### src/rtl/amux_scan_pkg.sv
// Shared definitions for the analog-mux scan sequencer: command codes, state encodings,
// status bit positions and channel-search helpers.
package amux_scan_pkg;

  localparam logic [7:0] CmdMask   = 8'h01;
  localparam logic [7:0] CmdDwell  = 8'h02;
  localparam logic [7:0] CmdStart  = 8'h03;
  localparam logic [7:0] CmdStop   = 8'h04;
  localparam logic [7:0] CmdClrErr = 8'h05;

  typedef enum logic [1:0] {
    ScanIdle = 2'd0,
    ScanGap  = 2'd1,
    ScanOn   = 2'd2
  } scan_state_e;

  typedef enum logic {
    ParseCmd  = 1'b0,
    ParseData = 1'b1
  } parse_state_e;

  localparam int unsigned StatusBusyBit = 7;
  localparam int unsigned StatusErrBit  = 6;
  localparam int unsigned StatusContBit = 5;

  function automatic logic [2:0] lowest_set(input logic [7:0] m);
    logic [2:0] idx;
    idx = '0;
    for (int i = 7; i >= 0; i--) begin
      if (m[i]) idx = 3'(i);
    end
    return idx;
  endfunction

  // Returns {found, index} of the lowest set bit strictly above cur.
  function automatic logic [3:0] next_set_above(input logic [7:0] m, input logic [2:0] cur);
    logic [3:0] res;
    res = '0;
    for (int i = 7; i >= 0; i--) begin
      if (m[i] && (i > int'(cur))) res = {1'b1, 3'(i)};
    end
    return res;
  endfunction

endpackage

### src/rtl/amux_scan_cmd.sv
// Two-byte frame parser: command byte then data byte, emitting a one-cycle cmd_valid.
module amux_scan_cmd
  import amux_scan_pkg::*;
(
  input  logic       clk,
  input  logic       rst_neg,
  input  logic       byte_valid,
  input  logic [7:0] byte_in,
  output logic       cmd_valid,
  output logic [7:0] cmd,
  output logic [7:0] data
);

  parse_state_e state;

  always_ff @(posedge clk) begin
    if (!rst_neg) begin
      state     <= ParseCmd;
      cmd_valid <= 1'b0;
      cmd       <= '0;
      data      <= '0;
    end else begin
      cmd_valid <= 1'b0;
      if (byte_valid) begin
        if (state == ParseCmd) begin
          cmd   <= byte_in;
          state <= ParseData;
        end else begin
          data      <= byte_in;
          cmd_valid <= 1'b1;
          state     <= ParseCmd;
        end
      end
    end
  end

endmodule

### src/rtl/amux_scan_seq.sv
// Break-before-make analog-mux scan sequencer controlled by 2-byte SPI command frames.
module amux_scan_seq
  import amux_scan_pkg::*;
#(
  parameter int unsigned GAP_CYCLES = 2
) (
  input  logic       clk,
  input  logic       rst_neg,
  input  logic       byte_valid,
  input  logic [7:0] byte_in,
  output logic [7:0] amux_en,
  output logic [7:0] amux_en_neg,
  output logic       scan_busy,
  output logic [7:0] status
);

  logic        cmd_valid;
  logic [7:0]  cmd;
  logic [7:0]  data;

  scan_state_e state;
  logic [7:0]  mask;
  logic [7:0]  dwell;
  logic        cont;
  logic        err;
  logic [2:0]  ch_idx;
  logic [7:0]  cnt;
  logic [3:0]  nxt;

  amux_scan_cmd u_cmd (
    .clk        (clk),
    .rst_neg    (rst_neg),
    .byte_valid (byte_valid),
    .byte_in    (byte_in),
    .cmd_valid  (cmd_valid),
    .cmd        (cmd),
    .data       (data)
  );

  assign nxt         = next_set_above(mask, ch_idx);
  assign scan_busy   = (state != ScanIdle);
  assign amux_en_neg = ~amux_en;

  always_comb begin
    status                = '0;
    status[StatusBusyBit] = scan_busy;
    status[StatusErrBit]  = err;
    status[StatusContBit] = cont;
    status[2:0]           = ch_idx;
  end

  always_ff @(posedge clk) begin
    if (!rst_neg) begin
      state   <= ScanIdle;
      mask    <= '0;
      dwell   <= '0;
      cont    <= 1'b0;
      err     <= 1'b0;
      ch_idx  <= '0;
      cnt     <= '0;
      amux_en <= '0;
    end else begin
      case (state)
        ScanIdle: ;
        ScanGap: begin
          if (cnt == 8'(GAP_CYCLES - 1)) begin
            state   <= ScanOn;
            cnt     <= '0;
            amux_en <= 8'h01 << ch_idx;
          end else begin
            cnt <= cnt + 8'd1;
          end
        end
        ScanOn: begin
          if (cnt == dwell) begin
            amux_en <= '0;
            cnt     <= '0;
            if (nxt[3]) begin
              ch_idx <= nxt[2:0];
              state  <= ScanGap;
            end else if (cont) begin
              ch_idx <= lowest_set(mask);
              state  <= ScanGap;
            end else begin
              state <= ScanIdle;
            end
          end else begin
            cnt <= cnt + 8'd1;
          end
        end
        default: state <= ScanIdle;
      endcase

      // Commands are applied after the scan step so STOP/START take priority over it.
      if (cmd_valid) begin
        case (cmd)
          CmdMask: begin
            if (scan_busy) err <= 1'b1;
            else           mask <= data;
          end
          CmdDwell: begin
            if (scan_busy) err <= 1'b1;
            else           dwell <= data;
          end
          CmdStart: begin
            if (scan_busy || (mask == 8'h00)) begin
              err <= 1'b1;
            end else begin
              state   <= ScanGap;
              cnt     <= '0;
              cont    <= data[0];
              ch_idx  <= lowest_set(mask);
              amux_en <= '0;
            end
          end
          CmdStop: begin
            state   <= ScanIdle;
            cnt     <= '0;
            amux_en <= '0;
          end
          CmdClrErr: err <= 1'b0;
          default:   err <= 1'b1;
        endcase
      end
    end
  end

endmodule

### config.mk
export PLATFORM = sky130hd
export DESIGN_NAME = amux_scan_seq
export DESIGN_NICKNAME = d
export VERILOG_FILES = /design/src/rtl/amux_scan_pkg.sv /design/src/rtl/amux_scan_cmd.sv /design/src/rtl/amux_scan_seq.sv
export SDC_FILE = /design/constraint.sdc
export NUM_CORES = 1
export LEC_CHECK = 0
export CORE_ASPECT_RATIO = 1.2
export CORE_MARGIN = 10
export CORE_UTILIZATION = 30
export CTS_BUF_LIST = sky130_fd_sc_hd__clkbuf_4 sky130_fd_sc_hd__clkbuf_8
export CTS_CLUSTER_DIAMETER = 150
export DETAILED_ROUTE_END_ITERATION = 16
export PLACE_DENSITY = 0.47
export SYNTH_ARGS = -nofsm -noshare
export SYNTH_HDL_FRONTEND = slang
export SYNTH_SLANG_ARGS = --single-unit
### constraint.sdc
create_clock -name clk -period 2.91 [get_ports clk]
set_clock_uncertainty 0.2 [all_clocks]
set_input_delay 0.291 -clock clk [delete_from_list [all_inputs] [get_ports clk]]
set_output_delay 0.291 -clock clk [all_outputs]
set_load 0.1 [all_outputs]
-- Word-level counts from Yosys, hierarchy flattened
Index checks and enable logic that the tools add are counted.
- flip-flop bits (word level): 57
- latch bits: 0
- RAM bits: 0
- memory bits (read-only): 0
- bits of input ports: 11
- word-level logic and storage cells: 103
- memories: 0
- $add $sub $neg: 1
- multiply operators: 0
- div/mod/pow operators: 0
- order comparisons: 7
- equal/unequal tests: 11
- shift-type cells: 1
- multiplexer cells: 47
- bitwise logic cells: 5
- reductions and logical operators: 19
- operators by type and width (operator ; count):
    8-bit two-way mux ; 8
    8-bit one-hot mux with 2 select lines ; 4
    3-bit two-way mux ; 15
    4-bit two-way mux ; 7
    8-bit by 1-bit equality test with 1-bit output, second input constant ; 2
    8-bit by 2-bit equality test with 1-bit output, second input constant ; 2
    8-bit by 3-bit equality test with 1-bit output, second input constant ; 2
    3-bit > comparator, first input constant ; 4
    3-bit AND reduction ; 3
    8-bit by 1-bit adder with 8-bit output, second input constant ; 1
    8-bit equality test ; 1
    8-bit zero test ; 1
    2-bit two-way mux ; 4
    8-bit inverter ; 1
    1-bit by 3-bit left shift with 8-bit output, first input constant ; 1
    1-bit logical AND ; 7
    2-bit by 3-bit > comparator with 1-bit output, first input constant ; 2
    1-bit two-way mux ; 6
    2-bit one-hot mux with 3 select lines ; 1
    2-bit AND reduction ; 3
    1-bit inverter ; 4
    1-bit one-hot mux with 4 select lines ; 1
    2-bit one-hot mux with 2 select lines ; 1
    4-bit AND reduction ; 1
    other kinds (9) ; 9

-- Logic depth before layout (Yosys ltp)
- depth after elaboration: 15
- gate-level depth with buffers: 8
- mapped depth without buffers: 8

-- Modules after synthesis
Synthesis repeated with hierarchy kept, for this count alone.
- cell total of the unflattened synthesis: 347
- area total of the unflattened synthesis: 3041.7 um2
- by module, submodules not included (module ; times used ; cells each ; area each (um2) ; sequential area each (um2)):
    amux_scan_seq ; 1 ; 279 ; 2347.3 ; 780.7
    amux_scan_cmd ; 1 ; 68 ; 694.4 ; 360.3

-- Worst setup path after synthesis
OpenSTA, ideal clock, no wires.
- kind: register to register
- from: register ch_idx[0]
- to: register ch_idx[0]
- data arrival time: 2.190 ns
- required time: 2.626 ns
- path slack: 0.436 ns
- stages on the path, launching flop included: 7
- clock period less this slack: 2.474 ns
- path through: dfxtp_1 -> clkbuf_1 -> nor2_1 -> a21oi_1 -> a21oi_1 -> o311a_1 -> o22ai_1
- longest elaborated chain between the ends: 15
- elaborated cells on any way between the ends: 28
- ends and longest elaborated chain (what ; line ; text):
    start, declared ; amux_scan_seq.sv:26 ; logic [2:0] ch_idx;
    start signal, assigned ; amux_scan_seq.sv:79 ; ch_idx <= nxt[2:0];
    start signal, assigned ; amux_scan_seq.sv:82 ; ch_idx <= lowest_set(mask);
    start signal, assigned ; amux_scan_seq.sv:112 ; ch_idx <= lowest_set(mask);
    3-bit > comparator ; amux_scan_pkg.sv:40 ; if (m[i] && (i > int'(cur))) res = {1'b1, 3'(i)};
    1-bit logical AND ; amux_scan_pkg.sv:40 ;
    4-bit two-way mux (7 in series) ; amux_scan_pkg.sv:40 ;
    3-bit two-way mux ; amux_scan_seq.sv:78 ; if (nxt[3]) begin
    3-bit two-way mux ; amux_scan_seq.sv:75 ; if (cnt == dwell) begin
    3-bit two-way mux * ; amux_scan_seq.sv:63 ; case (state)
    3-bit two-way mux ; amux_scan_seq.sv:106 ; if (scan_busy || (mask == 8'h00)) begin
    3-bit two-way mux ; amux_scan_seq.sv:96 ; case (cmd)
    3-bit two-way mux * ; amux_scan_seq.sv:95 ; if (cmd_valid) begin
Mark *: on every way between the ends. The rest lies on a longest branch, timed or not.
A chain may end at the register's enable or synchronous reset.

-- Worst setup path in the final report
- from: register u_cmd.cmd[3]
- to: register amux_en[3]
- longest elaborated chain between the ends: 3
- elaborated cells on any way between the ends: 4
- ends and longest elaborated chain (what ; line ; text):
    start, declared ; amux_scan_cmd.sv:10 ; output logic [7:0] cmd,
    start signal, assigned ; amux_scan_cmd.sv:26 ; cmd <= byte_in;
    8-bit by 3-bit equality test with 1-bit output or 8-bit by 2-bit equality test with 1-bit output (tied branches) ; amux_scan_seq.sv:96 ;
    8-bit one-hot mux with 2 select lines * ; amux_scan_seq.sv:96 ;
    8-bit two-way mux * ; amux_scan_seq.sv:95 ;
    end signal, assigned ; amux_scan_seq.sv:69 ; amux_en <= 8'h01 << ch_idx;
    end, declared ; amux_scan_seq.sv:11 ; output logic [7:0] amux_en,
Marks and branches as above.

==> results.json <==
{
  "dp.cells": 474,
  "clk_pin_slew_ns": 0.06,
  "drtPass1Iterations": 4,
  "power_density_nw_per_um2": 492,
  "grt_use_total_pct": 10.7,
  "coreArea_um2": 9470,
  "initial_utilization_pct": 30.5,
  "syn_avg_cell_area_um2": 8.49,
  "grt_pass1_wl_mm": 11.7,
  "status": "completed",
  "final-hold-violation-count": 0,
  "drive_above_1_share_pct": 13.4,
  "gp_congestion": 0.815,
  "avgViaCountPerCell": 4.81,
  "power_w": 0.00169,
  "wl_per_cell_um": 14.5,
  "syn_to_final_growth_pct": 19.0,
  "slowest_stage": "or4_4",
  "ys.warnings.count": 0,
  "synth_area_um2": 2890,
  "dpl.hpwl_mm": 5.42,
  "cts_max_level": 3,
  "cts_max_path_buffers": 2,
  "async_reset_ff_share_pct": 0,
  "syn_inst": 340,
  "cts_setup_buffers": 0,
  "cts_sinks": 57,
  "synth_cell_type_count": 51,
  "via_count": 2359,
  "worstPathArrival_ns": 2.37,
  "ys_ff_latch": 57,
  "finalWirelength_mm": 7.11,
  "antenna_found_initial": 0,
  "die_w_um": 110,
  "seq_area_frac_synth_pct": 39.5,
  "cts_buffers": 9,
  "hold_path.class": "reg2reg",
  "setup-violations-final": 0,
  "drt_iter0_drc": 158,
  "cpPeakStageDelay_ns": 0.55,
  "critPathMaxFanout": 4,
  "cts_tree": "yes",
  "synth_largest_area_cell": "dfxtp_1",
  "ctsResizeCount": 0,
  "period_minus_slack_ns": 2.35,
  "worst_pin_slew_ns": 0.497,
  "final_cells": 490,
  "antennaDiodeCount": 0,
  "rsz0062_at_grt": "false",
  "dieArea_um2": 14000,
  "cts_root_buf": "clkbuf_8",
  "crit_type": "reg2reg",
  "cp-start-kind": "flip-flop",
  "grt_pass1_vias": 2280,
  "fmax_ghz": 0.426,
  "grt_max_degree": 43,
  "max-slew-margin-rel_pct": 66.6,
  "layout_commonest_cell": "dfxtp_1",
  "finalSetupTns_ns": 0,
  "fin_nets": 379,
  "synth_top_area_share_pct": 39.5,
  "holdBufCountCts": 0,
  "p_leak_nw": 1.28,
  "maxSlewViolCount": 0,
  "post-route-period-util_pct": 80.7,
  "crit_chain": "or4_4 -> or3b_1 -> o21ai_2 -> nor2_2 -> and3_4 -> a32o_1",
  "ant_nets": 0,
  "final_cell_mix": "dfxtp_1 (57), nand2_1 (41), buf_4 (25)",
  "crit_required_ns": 2.94,
  "die_y_um": 127,
  "synthTopCellsByArea": "dfxtp_1 (40%), mux2i_1 (5.9%), nand2_1 (5.3%)",
  "std_cell_rows": 39,
  "clock_latency_ns": 0.33,
  "drc_errors": 0,
  "fill_cells": 998,
  "multi_input_area_um2": 1570,
  "max-vdd-ir-drop_mv": 0.226,
  "portBuffers": 33,
  "cp-end-kind": "flip-flop",
  "ys.flop_type": "dfxtp_1",
  "pin_count": 36,
  "seq_area_um2": 1140,
  "gr-total-overflow": 0,
  "synth-edff-count": 0,
  "maxCapViolations": 0
}
==> area by class of cell <==
cell class / count / share of cell area, %
clock buffer: 14 / 5.25
multi-input combinational: 241 / 45.6
clock inverter: 2 / 1.02
inverter: 18 / 1.97
sequential: 57 / 33.2
timing repair buffer: 35 / 8.38
tap: 123 / 4.48
==> stage by stage <==
step / hold slack, ns / utilization [%] / worst slack, ns / cell area, um2
6_report: 0.270 / 36.3 / 0.562 / 3430
5_1_grt: 0.291 / 36.3 / 0.332 / 3430
4_1_cts: 0.268 / 36.3 / 0.544 / 3430
3_5_place_dp: 0.260 / 34.0 / 0.555 / 3220
3_3_place_gp: 0.261 / 34.0 / 0.589 / 3220
2_1_floorplan: 0.236 / - / 0.436 / 2890
==> power by group <==
group	total, W	switching (W)	internal, W	leakage, nW
combinational	0.0000922	0.0000547	0.0000376	0.709
clock	0.000789	0.000306	0.000484	0.114
sequential	0.000808	0.0000155	0.000793	0.461
==> layer usage <==
layer	up-vias	share of wire [%]	GRT usage, %
met2	53	48	16.8
met1	1076	45	12.7
met3	10	4.2	3.17
met4	0	2.1	5.60
met5	-	0	0
li1	1220	-	-
==> flip-flops by register name, indices dropped and copies added (netlist names) <==
| name | cells |
|---|---|
| amux_en | 8 |
| cnt | 8 |
| dwell | 8 |
| mask | 8 |
| u_cmd.cmd | 8 |
| u_cmd.data | 8 |
| ch_idx | 3 |
| state | 2 |
| cont | 1 |
| err | 1 |
| u_cmd.cmd_valid | 1 |
| u_cmd.state | 1 |
==> synth_stat cells, drive strengths merged (3+ instances only) <==
library cell	n
inv	18
nand2b	3
nor2	23
clkbuf	19
o22ai	5
nand3	20
nand3b	4
nor4	5
nor2b	21
o21a	4
nor3	3
o32ai	3
nand2	41
xor2	12
buf	6
dfxtp	57
a21oi	8
ha	6
o31ai	4
a21boi	20
o21ai	6
and3	3
mux2i	17
nand4	3
==> kinds of logic after synthesis <==
family                   count (synthesis)  synth area share (%)
AO/OA/AOI/OAI                           70                  17.8
buffers and inverters                   43                  6.29
other                                    1                 0.130
flip-flops                              57                  39.5
adder cells (fa/ha/maj)                  6                  2.60
AND/OR/NAND/NOR                        132                  23.5
XOR/XNOR                                14                  4.25
multiplexers                            17                  5.90
==> worst max-delay path, delay by kind of cell, from the launching register on <==
kind / cells / cell delay (ns)
and+or+nand+nor: 4 / 1.27
AOI/OAI and AO/OA: 2 / 0.47
DFF: 1 / 0.31
==> worst paths after layout <==
kind | cells after the start | slack (ns) | end | start
max | 6 | 0.56 | amux_en[3] | u_cmd.cmd[3]
min | 2 | 0.27 | u_cmd.cmd[5] | u_cmd.cmd[5]
max reg2reg | 6 | 0.56 | amux_en[3] | u_cmd.cmd[3]
min reg2reg | 2 | 0.27 | u_cmd.cmd[5] | u_cmd.cmd[5]
(Power assumes the default switching activity.)
